--- src/rtl/count_mon_pkg.sv ---
// Shared types for the count event monitor: event codes and the FIFO entry layout.
package count_mon_pkg;

  typedef enum logic [1:0] {
    WRAP_UP  = 2'd0,
    WRAP_DN  = 2'd1,
    CROSS_UP = 2'd2,
    CROSS_DN = 2'd3
  } evt_type_t;

  localparam int EVT_W = 10;

  // 'type' is a reserved word, so the event code field is named etype.
  typedef struct packed {
    evt_type_t  etype;
    logic [7:0] count;
  } evt_t;

endpackage

--- src/rtl/evt_fifo.sv ---
// Show-ahead FIFO of events; full/empty come from pointers carrying an extra wrap bit.
module evt_fifo
  import count_mon_pkg::*;
#(
  parameter int DEPTH = 4,
  localparam int AW = $clog2(DEPTH)
) (
  input  logic        clk,
  input  logic        reset,
  input  logic        push,
  input  evt_t        push_data,
  input  logic        pop_req,
  output logic        evt_valid,
  output evt_t        head,
  output logic        push_ok,
  output logic [AW:0] level
);

  evt_t        mem [DEPTH];
  logic [AW:0] wr_ptr;
  logic [AW:0] rd_ptr;
  logic        empty;
  logic        full;
  logic        pop;

  assign empty   = (wr_ptr == rd_ptr);
  assign full    = (wr_ptr[AW] != rd_ptr[AW]) && (wr_ptr[AW-1:0] == rd_ptr[AW-1:0]);
  assign pop     = pop_req && !empty;
  // A full FIFO still takes a push when the head leaves in the same cycle.
  assign push_ok = push && (!full || pop);
  assign level   = wr_ptr - rd_ptr;

  assign evt_valid = !empty;
  // Head reads as zero while empty so stale storage never shows on the outputs.
  assign head      = empty ? '0 : mem[rd_ptr[AW-1:0]];

  always_ff @(posedge clk or posedge reset) begin
    if (reset) begin
      wr_ptr <= '0;
      rd_ptr <= '0;
    end else begin
      if (push_ok) wr_ptr <= wr_ptr + 1'b1;
      if (pop)     rd_ptr <= rd_ptr + 1'b1;
    end
  end

  // NOTE: storage is left unreset; the pointers alone define which entries are live.
  always_ff @(posedge clk) begin
    if (push_ok) mem[wr_ptr[AW-1:0]] <= push_data;
  end

endmodule

--- src/rtl/count_event_monitor.sv ---
// Samples an 8-bit counter, classifies wrap/threshold transitions and queues them
// for a valid/ready consumer, flagging any event lost to a full queue.
module count_event_monitor
  import count_mon_pkg::*;
#(
  parameter int         DEPTH     = 4,
  parameter logic [7:0] CMP_RESET = 8'h80
) (
  input  logic                     clk,
  input  logic                     reset,
  input  logic [7:0]               count_in,
  input  logic                     count_vld,
  input  logic [7:0]               cmp_val,
  input  logic                     cmp_load,
  input  logic                     clr_ovf,
  input  logic                     evt_ready,
  output logic                     evt_valid,
  output logic [1:0]               evt_type,
  output logic [7:0]               evt_count,
  output logic                     ovf,
  output logic [$clog2(DEPTH):0]   fifo_level
);

  logic [7:0] prev;
  logic       primed;
  logic [7:0] cmp;
  logic       hit;
  evt_type_t  etype;
  evt_t       new_evt;
  evt_t       head;
  logic       push;
  logic       push_ok;

  // NOTE: every output of this block gets a default first, so no path can infer a latch.
  always_comb begin
    hit   = 1'b1;
    etype = WRAP_UP;
    if (prev == 8'hFF && count_in == 8'h00)      etype = WRAP_UP;
    else if (prev == 8'h00 && count_in == 8'hFF) etype = WRAP_DN;
    else if (prev < cmp && count_in >= cmp)      etype = CROSS_UP;
    else if (prev >= cmp && count_in < cmp)      etype = CROSS_DN;
    else                                         hit   = 1'b0;
  end

  assign push    = count_vld && primed && hit;
  assign new_evt = '{etype: etype, count: count_in};

  // NOTE: state registers use non-blocking assignments so all updates see pre-edge values.
  always_ff @(posedge clk or posedge reset) begin
    if (reset) begin
      prev   <= 8'h00;
      primed <= 1'b0;
      cmp    <= CMP_RESET;
      ovf    <= 1'b0;
    end else begin
      if (count_vld) begin
        prev   <= count_in;
        primed <= 1'b1;
      end
      if (cmp_load) cmp <= cmp_val;
      if (push && !push_ok) ovf <= 1'b1;
      else if (clr_ovf)     ovf <= 1'b0;
    end
  end

  evt_fifo #(.DEPTH(DEPTH)) u_fifo (
    .clk       (clk),
    .reset     (reset),
    .push      (push),
    .push_data (new_evt),
    .pop_req   (evt_ready),
    .evt_valid (evt_valid),
    .head      (head),
    .push_ok   (push_ok),
    .level     (fifo_level)
  );

  assign evt_type  = head.etype;
  assign evt_count = head.count;

endmodule

--- config.mk ---
export PLATFORM = sky130hd
export DESIGN_NAME = count_event_monitor
export DESIGN_NICKNAME = d
export VERILOG_FILES = /design/src/rtl/count_mon_pkg.sv /design/src/rtl/evt_fifo.sv /design/src/rtl/count_event_monitor.sv
export SDC_FILE = /design/constraint.sdc
export NUM_CORES = 1
export LEC_CHECK = 0
export CORE_AREA = 2 2 67 117
export CTS_CLUSTER_SIZE = 28
export DETAILED_ROUTE_END_ITERATION = 8
export DIE_AREA = 0 0 69 119
export MAX_ROUTING_LAYER = met4
export PLACE_DENSITY = 0.65
export SYNTH_ARGS = -nofsm -noshare
export SYNTH_HDL_FRONTEND = slang
export SYNTH_SLANG_ARGS = --single-unit
--- constraint.sdc ---
create_clock -name clk -period 6.5 [get_ports clk]
set_input_delay 0.975 -clock clk [delete_from_list [all_inputs] [get_ports clk]]
set_output_delay 0.975 -clock clk [all_outputs]
set_load 0.005 [all_outputs]
# After elaboration in Yosys (flattened, before gate mapping)
# Memory sizes are Yosys's and may differ from the RTL's.
# Cells that the tools add are included.
dict set report classes {
  n_addsub 3
  n_lt_le_gt_ge 4
  eq_ne 5
  n_mux 13
  reduce_logical 17
}
# cell n
set ops {}
lappend ops {{8-bit == test (second input constant)} 2}
lappend ops {{8-bit >= comparator} 2}
lappend ops {{8-bit logical NOT} 2}
lappend ops {{8-bit less-than comparator} 2}
lappend ops {{1-bit logical AND} 10}
lappend ops {{10-bit two-way mux} 1}
lappend ops {{1-bit two-way mux} 8}
lappend ops {{2-bit two-way mux} 4}
lappend ops {{3-bit by 1-bit adder with 3-bit output (second input constant)} 2}
lappend ops {{3-bit == test} 1}
lappend ops {{1-bit logical NOT} 3}
lappend ops {{3-bit subtractor} 1}
lappend ops {{2-bit == test} 1}
lappend ops {{2-bit nonzero test} 1}
lappend ops {{1-bit logical OR} 1}
lappend ops {{1-bit inequality test} 1}
dict set report totals {
  regBits 24
  mem_bits_rw 40
  inputBits 22
  output_inout_bits 15
  elab_cells 49
  mem_count 1
}
# name words word_bits read_ports rd_ports_with_merged_regs wr line
set memory_table {}
lappend memory_table {u_fifo.mem 4 10 1 0 1 evt_fifo.sv:19} ;# evt_t mem [DEPTH];

# Depth between registers and ports, before layout
# Gate-level depths: netlist (run 1).
dict set report depth {
  word_depth 11
  ltp_mapped 9
  depth_no_buf 9
}

# Cells and area by module
# A second synthesis (run 1) with hierarchy kept.
dict set report unflattened {
  cells_unflattened 227
  area_unflattened_um2 3148.0
}
# module instances cells_per_inst area_each_um2 seq_area_each_um2
set modules_own_cells {}
lappend modules_own_cells {evt_fifo 1 108 1973.1 1351.3}
lappend modules_own_cells {count_event_monitor 1 119 1174.9 451.7}

# Least setup slack after synthesis (run 1)
# OpenSTA, ideal clock, no wires.
dict set report synth_path {
  kind {input -> register}
  from {input port count_in[1]}
  to {memory u_fifo.mem[0][0] (netlist bit) (enable)}
  setup_ns 0.343
  arrival_ns 2.599
  required_ns 6.157
  setup_slack_ns 3.558
  path_stages 8
  n_path_buf 0
  path_cell_list {ha_1 > nor2b_4 > o31ai_4 > a21oi_2 > o221ai_1 > nand4_2 > nor2b_4 > and2_1}
}
dict set report synth_between {
  elab_chain_cells 10
  elab_cells_between_ends 16
  cone_classes {order compare (2); eq/ne (1); mux (6); reduce/logical (7)}
}
# item line
set synth_rtl {}
lappend synth_rtl {{from (decl)} count_event_monitor.sv:11} ;# input logic [7:0] count_in,
lappend synth_rtl {{8-bit less-than comparator} count_event_monitor.sv:41} ;# else if (prev >= cmp && count_in < cmp) etype = CROSS_DN;
lappend synth_rtl {{1-bit logical AND} count_event_monitor.sv:41}
lappend synth_rtl {{1-bit two-way mux} count_event_monitor.sv:41}
lappend synth_rtl {{1-bit two-way mux} count_event_monitor.sv:40} ;# else if (prev < cmp && count_in >= cmp) etype = CROSS_UP;
lappend synth_rtl {{1-bit two-way mux} count_event_monitor.sv:39} ;# else if (prev == 8'h00 && count_in == 8'hFF) etype = WRAP_DN;
lappend synth_rtl {{1-bit two-way mux (*)} count_event_monitor.sv:38} ;# if (prev == 8'hFF && count_in == 8'h00) etype = WRAP_UP;
lappend synth_rtl {{1-bit logical AND (*)} count_event_monitor.sv:45} ;# assign push = count_vld && primed && hit;
lappend synth_rtl {{1-bit logical AND (*)} evt_fifo.sv:30} ;# assign push_ok = push && (!full || pop);
lappend synth_rtl {{1-bit two-way mux (*)} evt_fifo.sv:49} ;# if (push_ok) mem[wr_ptr[AW-1:0]] <= push_data;
lappend synth_rtl {{1-bit two-way mux (implied by the code) (*)} evt_fifo.sv:49}
lappend synth_rtl {{to (decl)} evt_fifo.sv:19}
# Mark *: on every way between the ends. The rest lies on a longest branch, timed or not.

# Final worst setup path (run 1)
dict set report layout_path {
  from {input port count_in[1]}
  to {memory u_fifo.mem[1][2] (netlist bit) (enable)}
}
# Same word-level chain as after synthesis.

==> results.cfg, run 1 <==
[status]
outcome = complete, no violations

[flow_run]
drv_cap = 0

[final_layout]
layout.nets = 313
n_antenna_cell = 0
drive_gt1_share_pct = 16.91
n_fill_cell = 656
seq_area_mm2 = 0.001803
fin_area_mm2 = 0.003909
multi_input_area_mm2 = 0.001306
area_growth_pct = 22.13

[drt]
dr.pass1.iters = 4
vias_per_cell = 5.361
met3WireLength_um = 183
drt_iter0_markers = 54
wl_per_cell_um = 17.03
ant_nets = 0
wl_met2_mm = 3.494
wl_met1_mm = 2.231
routed.top_layer = met4
via_count = 1930
drc = 0
totalWireLength_mm = 6.132

[die]
pin_count = 37
die_y_um = 119
start_util_pct = 43.50
design.core.area_mm2 = 0.007357
dieArea_mm2 = 0.008211
die_w_um = 69
rows = 42

[worst_hold_path]
hp-class = register to register
hold_start = u_fifo.rd_ptr[2]

[yosys]
synth_top_family_by_area = simple AND/OR/NAND/NOR gates
synth_cells = 225
synth_area_mm2 = 0.003201
ys_types = 44
yosys.area_share.xor_xnor_pct = 1.876
synth_area_per_cell_um2 = 14.22
synth_edf_count = 40
yosys_warnings = 0
syn-num-nets = 271
synth_seq_area_share_pct = 56.33
synthAdderAreaFrac_pct = 9.617
synth_compound_area_share_pct = 6.450
synth_mux_area_share_pct = 10.20
synth_async_sr_flop_share_pct = 37.50
synthSimpleGateAreaFrac_pct = 12.67
ys.flop_type = edfxtp_1
ys_ff_latch = 64

[placed_design]
post_dp_cell_area_mm2 = 0.003651
dp_hpwl_mm = 4.584
gp_congestion = 0.8792
io_buffers = 36

[worst_setup_path]
cp-end-kind = register
cp_max_fo = 10
crit_arrival_ns = 3.49
crit_required_ns = 6.46
crit_path_start = count_in[1]
start_kind = primary input
critPathKind = primary input to register
rr_startpoint = prev[1]

[sta]
hold_violations = 0
slew_headroom_pct = 35.36
max_freq_mhz = 282.8
setup_viol = 0
fin_crit_sh_pct = 54.39
period_needed_ns = 3.535
tns_ns = 0
worst_slew_pin_slew_ns = 0.9685
rsz0062_at_grt = no
final_max_slew_viol_count = 0
worst_clock_skew_ns = 0.004842
whs_ns = 0.4977

[power_and_ir_drop]
seqPwrFrac_pct = 37.1
p_int_mw = 1.111
vdd_drop_max_mv = 0.2208
leakage_nw = 1.529
p_per_area_mw_per_mm2 = 396.2
power_switching_uw = 438.1
p_sw_share_pct = 28.29
clockPowerShare_pct = 26.5
power_mw = 1.549
combPwrFrac_pct = 36.4

[cts]
hold_buffers = 0
numCtsBuffers = 9
clockRootBuffer = clkbuf_16
post_cts_buffers = 0
clkSlewWorstSetupHoldPaths_ns = 0.05
clkSinkCount = 64
cts_tree = done
worstSkewPairLatency_ns = 0.32
cts_resized = 0
cts.htree.levels = 3
clockBufferDepth = 2

[global_route]
grt_overflow_total = 0
grt_util_all_layers_pct = 17.34
antenna_found_initial = 0
grt_pass1_vias = 2073
grt_first_pass_wirelength_mm = 10.42
grt_max_degree = 25
-- final cells by class --
cell class              count  share of cell area [%]
clock buffers              12                   6.050
clock inverters             4                  0.5442
inverters                  19                   1.825
multi-input cells         137                   33.42
flip-flops and latches     64                   46.13
well taps                  88                   2.817
repair buffers             36                   9.219
-- power by group through the flow --
stage	Clock [mW]	Sequential (mW)	Combinational, mW
after CTS	0.419	0.579	0.577
after global routing	0.436	0.589	0.625
final	0.410	0.575	0.564
after detailed placement	0	0.586	0.572
after global placement	0	0.585	0.568
after floorplan	0	0.543	0.350
-- per-layer routing --
metal / global-route usage (%) / up-vias
met3: 3.553 / 16
li1: - / 924
met4: 9.804 / 0
met2: 31.19 / 45
met5: - / -
met1: 16.99 / 945
-- synthesized netlist by cell type, types with 5 or more instances --
| cell type | n | area [um2] |
|---|---|---|
| edfxtp_1 | 40 | 1201 |
| nand4_1 | 7 | 43.79 |
| and2_1 | 13 | 81.33 |
| nand2_1 | 16 | 60.06 |
| dfrtp_1 | 23 | 575.6 |
| a21oi_1 | 6 | 30.03 |
| ha_1 | 23 | 287.8 |
| inv_1 | 19 | 71.32 |
| mux2_2 | 9 | 101.4 |
| mux4_2 | 10 | 225.2 |
| o21ai_0 | 9 | 45.04 |
| and4bb_1 | 7 | 87.58 |
| xnor2_1 | 5 | 43.79 |
-- state kept, by name, summed over array words and instances, names as in the netlist --
name	cells
cmp	8
ovf	1
prev	8
primed	1
u_fifo.mem	40
u_fifo.rd_ptr	3
u_fifo.wr_ptr	3
-- worst max-delay path, cell delays in order --
cell	delay, ns
clkdlybuf4s50_1	0.62
ha_1	0.30
nor2b_4	0.14
o31ai_4	0.22
a21oi_2	0.10
o221ai_1	0.20
nand4_2	0.23
nor2b_4	0.23
and2_1	0.47
-- worst paths after layout --
| path | endpoint | slack (ns) | cells past startpoint |
|---|---|---|---|
| worst max-delay path | u_fifo.mem[1][2] | 2.96 | 9 |
| worst min-delay path | u_fifo.rd_ptr[2] | 0.50 | 1 |
| worst max register to register | u_fifo.mem[1][2] | 3.67 | 8 |
| worst min register to register | u_fifo.rd_ptr[2] | 0.50 | 1 |
| max in group asynchronous | prev[1] | 4.72 | 2 |
| min in group asynchronous | primed | 1.19 | 2 |
-- through the flow --
step                      instances  util [%]  worst slack [ns]
after floorplan                 225         -             3.558
after global placement          344     49.63             2.642
after detailed placement        344     49.63             2.581
after CTS                       360     53.13             2.867
after global routing            360     53.13             2.748
final                           360     53.13             2.965
-- layout by cell type (no fill, tap or decap), drive strengths merged, types with 10 or more instances in the layout --
cell | netlist | routed
edfxtp | 40 | 40
clkdlybuf4s50 | 0 | 36
ha | 23 | 23
dfrtp | 23 | 23
inv | 19 | 19
nand2 | 16 | 16
and2 | 14 | 14
clkbuf | 3 | 12
o21ai | 11 | 11
mux4 | 10 | 10
-- logic make-up (layout without fill, tap and decap cells) --
| group | count (synthesis) | in the layout |
|---|---|---|
| xor gates and xnor gates | 6 | 6 |
| muxes | 19 | 19 |
| adders and majority gates | 24 | 24 |
| and+or+nand+nor | 59 | 59 |
| buffers and inverters | 24 | 71 |
| DFF | 64 | 64 |
| AOI/OAI and AO/OA | 29 | 29 |
(Power assumes the default switching activity.)
==> run 2: changes to the inputs <==
Clock period 6.5 ns to 3.6 ns, I/O delays scaled along.
==> run 2 against run 1 <==
Against the previous run:
- first-iteration DRC count increased by 67%
- register-to-register slack worse by 2.8 ns
- cell count grew 2.2%
- global-route usage up 0.96 points
- critical path depth is 4 lower
- sequential share of layout area fell by 1.2 points
- count of clock-buffer cells in the layout unchanged
- clock power grew 120%
- setup slack got worse by 2.5 ns
- critical path type is now register to output pin
- critical endpoint is now evt_count[1]
==> results.cfg, run 2 (synthesis results as in run 1) <==
[status]
outcome = complete, no violations

[worst_setup_path]
rrSetupSlack_ns = 0.86
r2r-end = u_fifo.mem[2][5]
start_kind = register
crit_required_ns = 3.06
cp_max_fo = 14
rr_startpoint = prev[1]
r2r_cells = 8
crit_arrival_ns = 2.56
cp-end-kind = output pin
critPathKind = register to output pin

[power_and_ir_drop]
p_per_area_mw_per_mm2 = 742.1
power_switching_uw = 813.9
leakage_nw = 1.595
combPwrFrac_pct = 36.4
clockPowerShare_pct = 30.0
p_sw_share_pct = 27.30
p_int_mw = 2.168
vdd_drop_max_mv = 0.3035
seqPwrFrac_pct = 33.6

[final_layout]
multi_input_area_mm2 = 0.001306
seq_area_mm2 = 0.001803
largest_register_ffs = 40
mostFrequentLayoutCells = 40 x edfxtp_1, 36 x clkdlybuf4s50_1, 23 x ha_1, 23 x dfrtp_1, 19 x inv_1
area_growth_pct = 25.53
final_common_cell = edfxtp_1
layout.nets = 321
drive_gt1_share_pct = 19.64
n_fill_cell = 619
n_antenna_cell = 0

[worst_hold_path]
worst_hold_path.endpoint = u_fifo.rd_ptr[2]
hp-class = register to register
holdPathStages = 1
hold_start = u_fifo.rd_ptr[2]

[cts]
post_cts_buffers = 0
clkSlewWorstSetupHoldPaths_ns = 0.05
cts_resized = 0
worstSkewPairLatency_ns = 0.33
cts.htree.levels = 3
clkSinkCount = 64
hold_buffers = 0
numCtsBuffers = 9
clockRootBuffer = clkbuf_16
clockBufferDepth = 2
cts_tree = done

[sta]
period_needed_ns = 3.104
tns_ns = 0
fin_crit_sh_pct = 86.23
setup_slack_ns = 0.4956
final_max_slew_viol_count = 0
slew_headroom_pct = 35.62
rsz0062_at_grt = no
max_freq_mhz = 322.1
worst_slew_pin_slew_ns = 0.9647
hold_violations = 0
setup_viol = 0
worst_clock_skew_ns = 0.005443

[die]
die_y_um = 119
pin_count = 37
design.core.area_mm2 = 0.007357
dieArea_mm2 = 0.008211
rows = 42
die_w_um = 69
start_util_pct = 43.50

[global_route]
grt_first_pass_wirelength_mm = 10.96
antenna_found_initial = 0
grt_util_all_layers_pct = 18.30
grt_pass1_vias = 2166
grt_overflow_total = 0
grt_max_degree = 25

[drt]
totalWireLength_mm = 6.374
vias_per_cell = 5.418
drt_iter0_markers = 90
dr.pass1.iters = 4
ant_nets = 0
drc = 0
wl_per_cell_um = 17.32
via_count = 1994

[flow_run]
drv_cap = 0

[placed_design]
io_buffers = 36
post-place-ws_ns = 0.1490
gp_congestion = 0.8337
dp_hpwl_mm = 4.800
==> run 2: worst max path at each step <==
stage / to / slack, ns / from / depth (start not counted)
3_3_place_gp: u_fifo.mem[2][5] / 0.28 / count_in[1] / 9
2_1_floorplan: u_fifo.mem[0][0] / 1.09 / count_in[1] / 8
3_5_place_dp: u_fifo.mem[2][5] / 0.15 / count_in[1] / 9
4_1_cts: evt_count[1] / 0.39 / u_fifo.rd_ptr[1] / 5
5_1_grt: evt_count[0] / 0.28 / u_fifo.rd_ptr[1] / 5
6_report: evt_count[1] / 0.50 / u_fifo.rd_ptr[1] / 5
==> run 2: per-layer routing <==
layer / GRT usage [%] / up-vias / routed length [um]
met5: - / - / 0
met4: 9.804 / 0 / 263
met3: 4.484 / 19 / 181
met2: 32.15 / 41 / 3668
met1: 18.41 / 998 / 2260
li1: - / 936 / -
==> run 2: power by group through the flow <==
stage	registers, mW	logic (mW)	clock network (mW)
2_1_floorplan	0.980	0.632	0
3_3_place_gp	1.01	1.09	0
3_5_place_dp	1.02	1.11	0
4_1_cts	1.01	1.12	0.914
5_1_grt	1.02	1.21	0.950
6_report	1.00	1.08	0.895
==> run 2: worst max-delay path, stage by stage (launching register included) <==
cell and delay [ns]:
dfrtp_1 0.75, inv_1 0.10, ha_1 0.33, nand3_1 0.35
and2_1 0.21, clkdlybuf4s50_1 0.49
==> run 2: stage by stage <==
stage | cell area, um2 | total power [mW] | instances | utilization, % | hold WS [ns]
floorplan | 3201 | 1.612 | 225 | - | 0.4572
global placement | 3711 | 2.101 | 352 | 50.44 | 0.4834
detailed placement | 3711 | 2.130 | 352 | 50.44 | 0.4889
CTS | 4018 | 3.035 | 368 | 54.61 | 0.5019
global route | 4018 | 3.178 | 368 | 54.61 | 0.5245
finish | 4018 | 2.981 | 368 | 54.61 | 0.4935
==> run 2: layout make-up <==
type | count | share of cell area, %
Timing Repair Buffer | 44 | 10.46
Clock inverter | 4 | 1.744
Multi-Input combinational cell | 137 | 32.51
Sequential cell | 64 | 44.88
Tap cell | 88 | 2.741
Inverter | 19 | 1.775
Clock buffer | 12 | 5.886
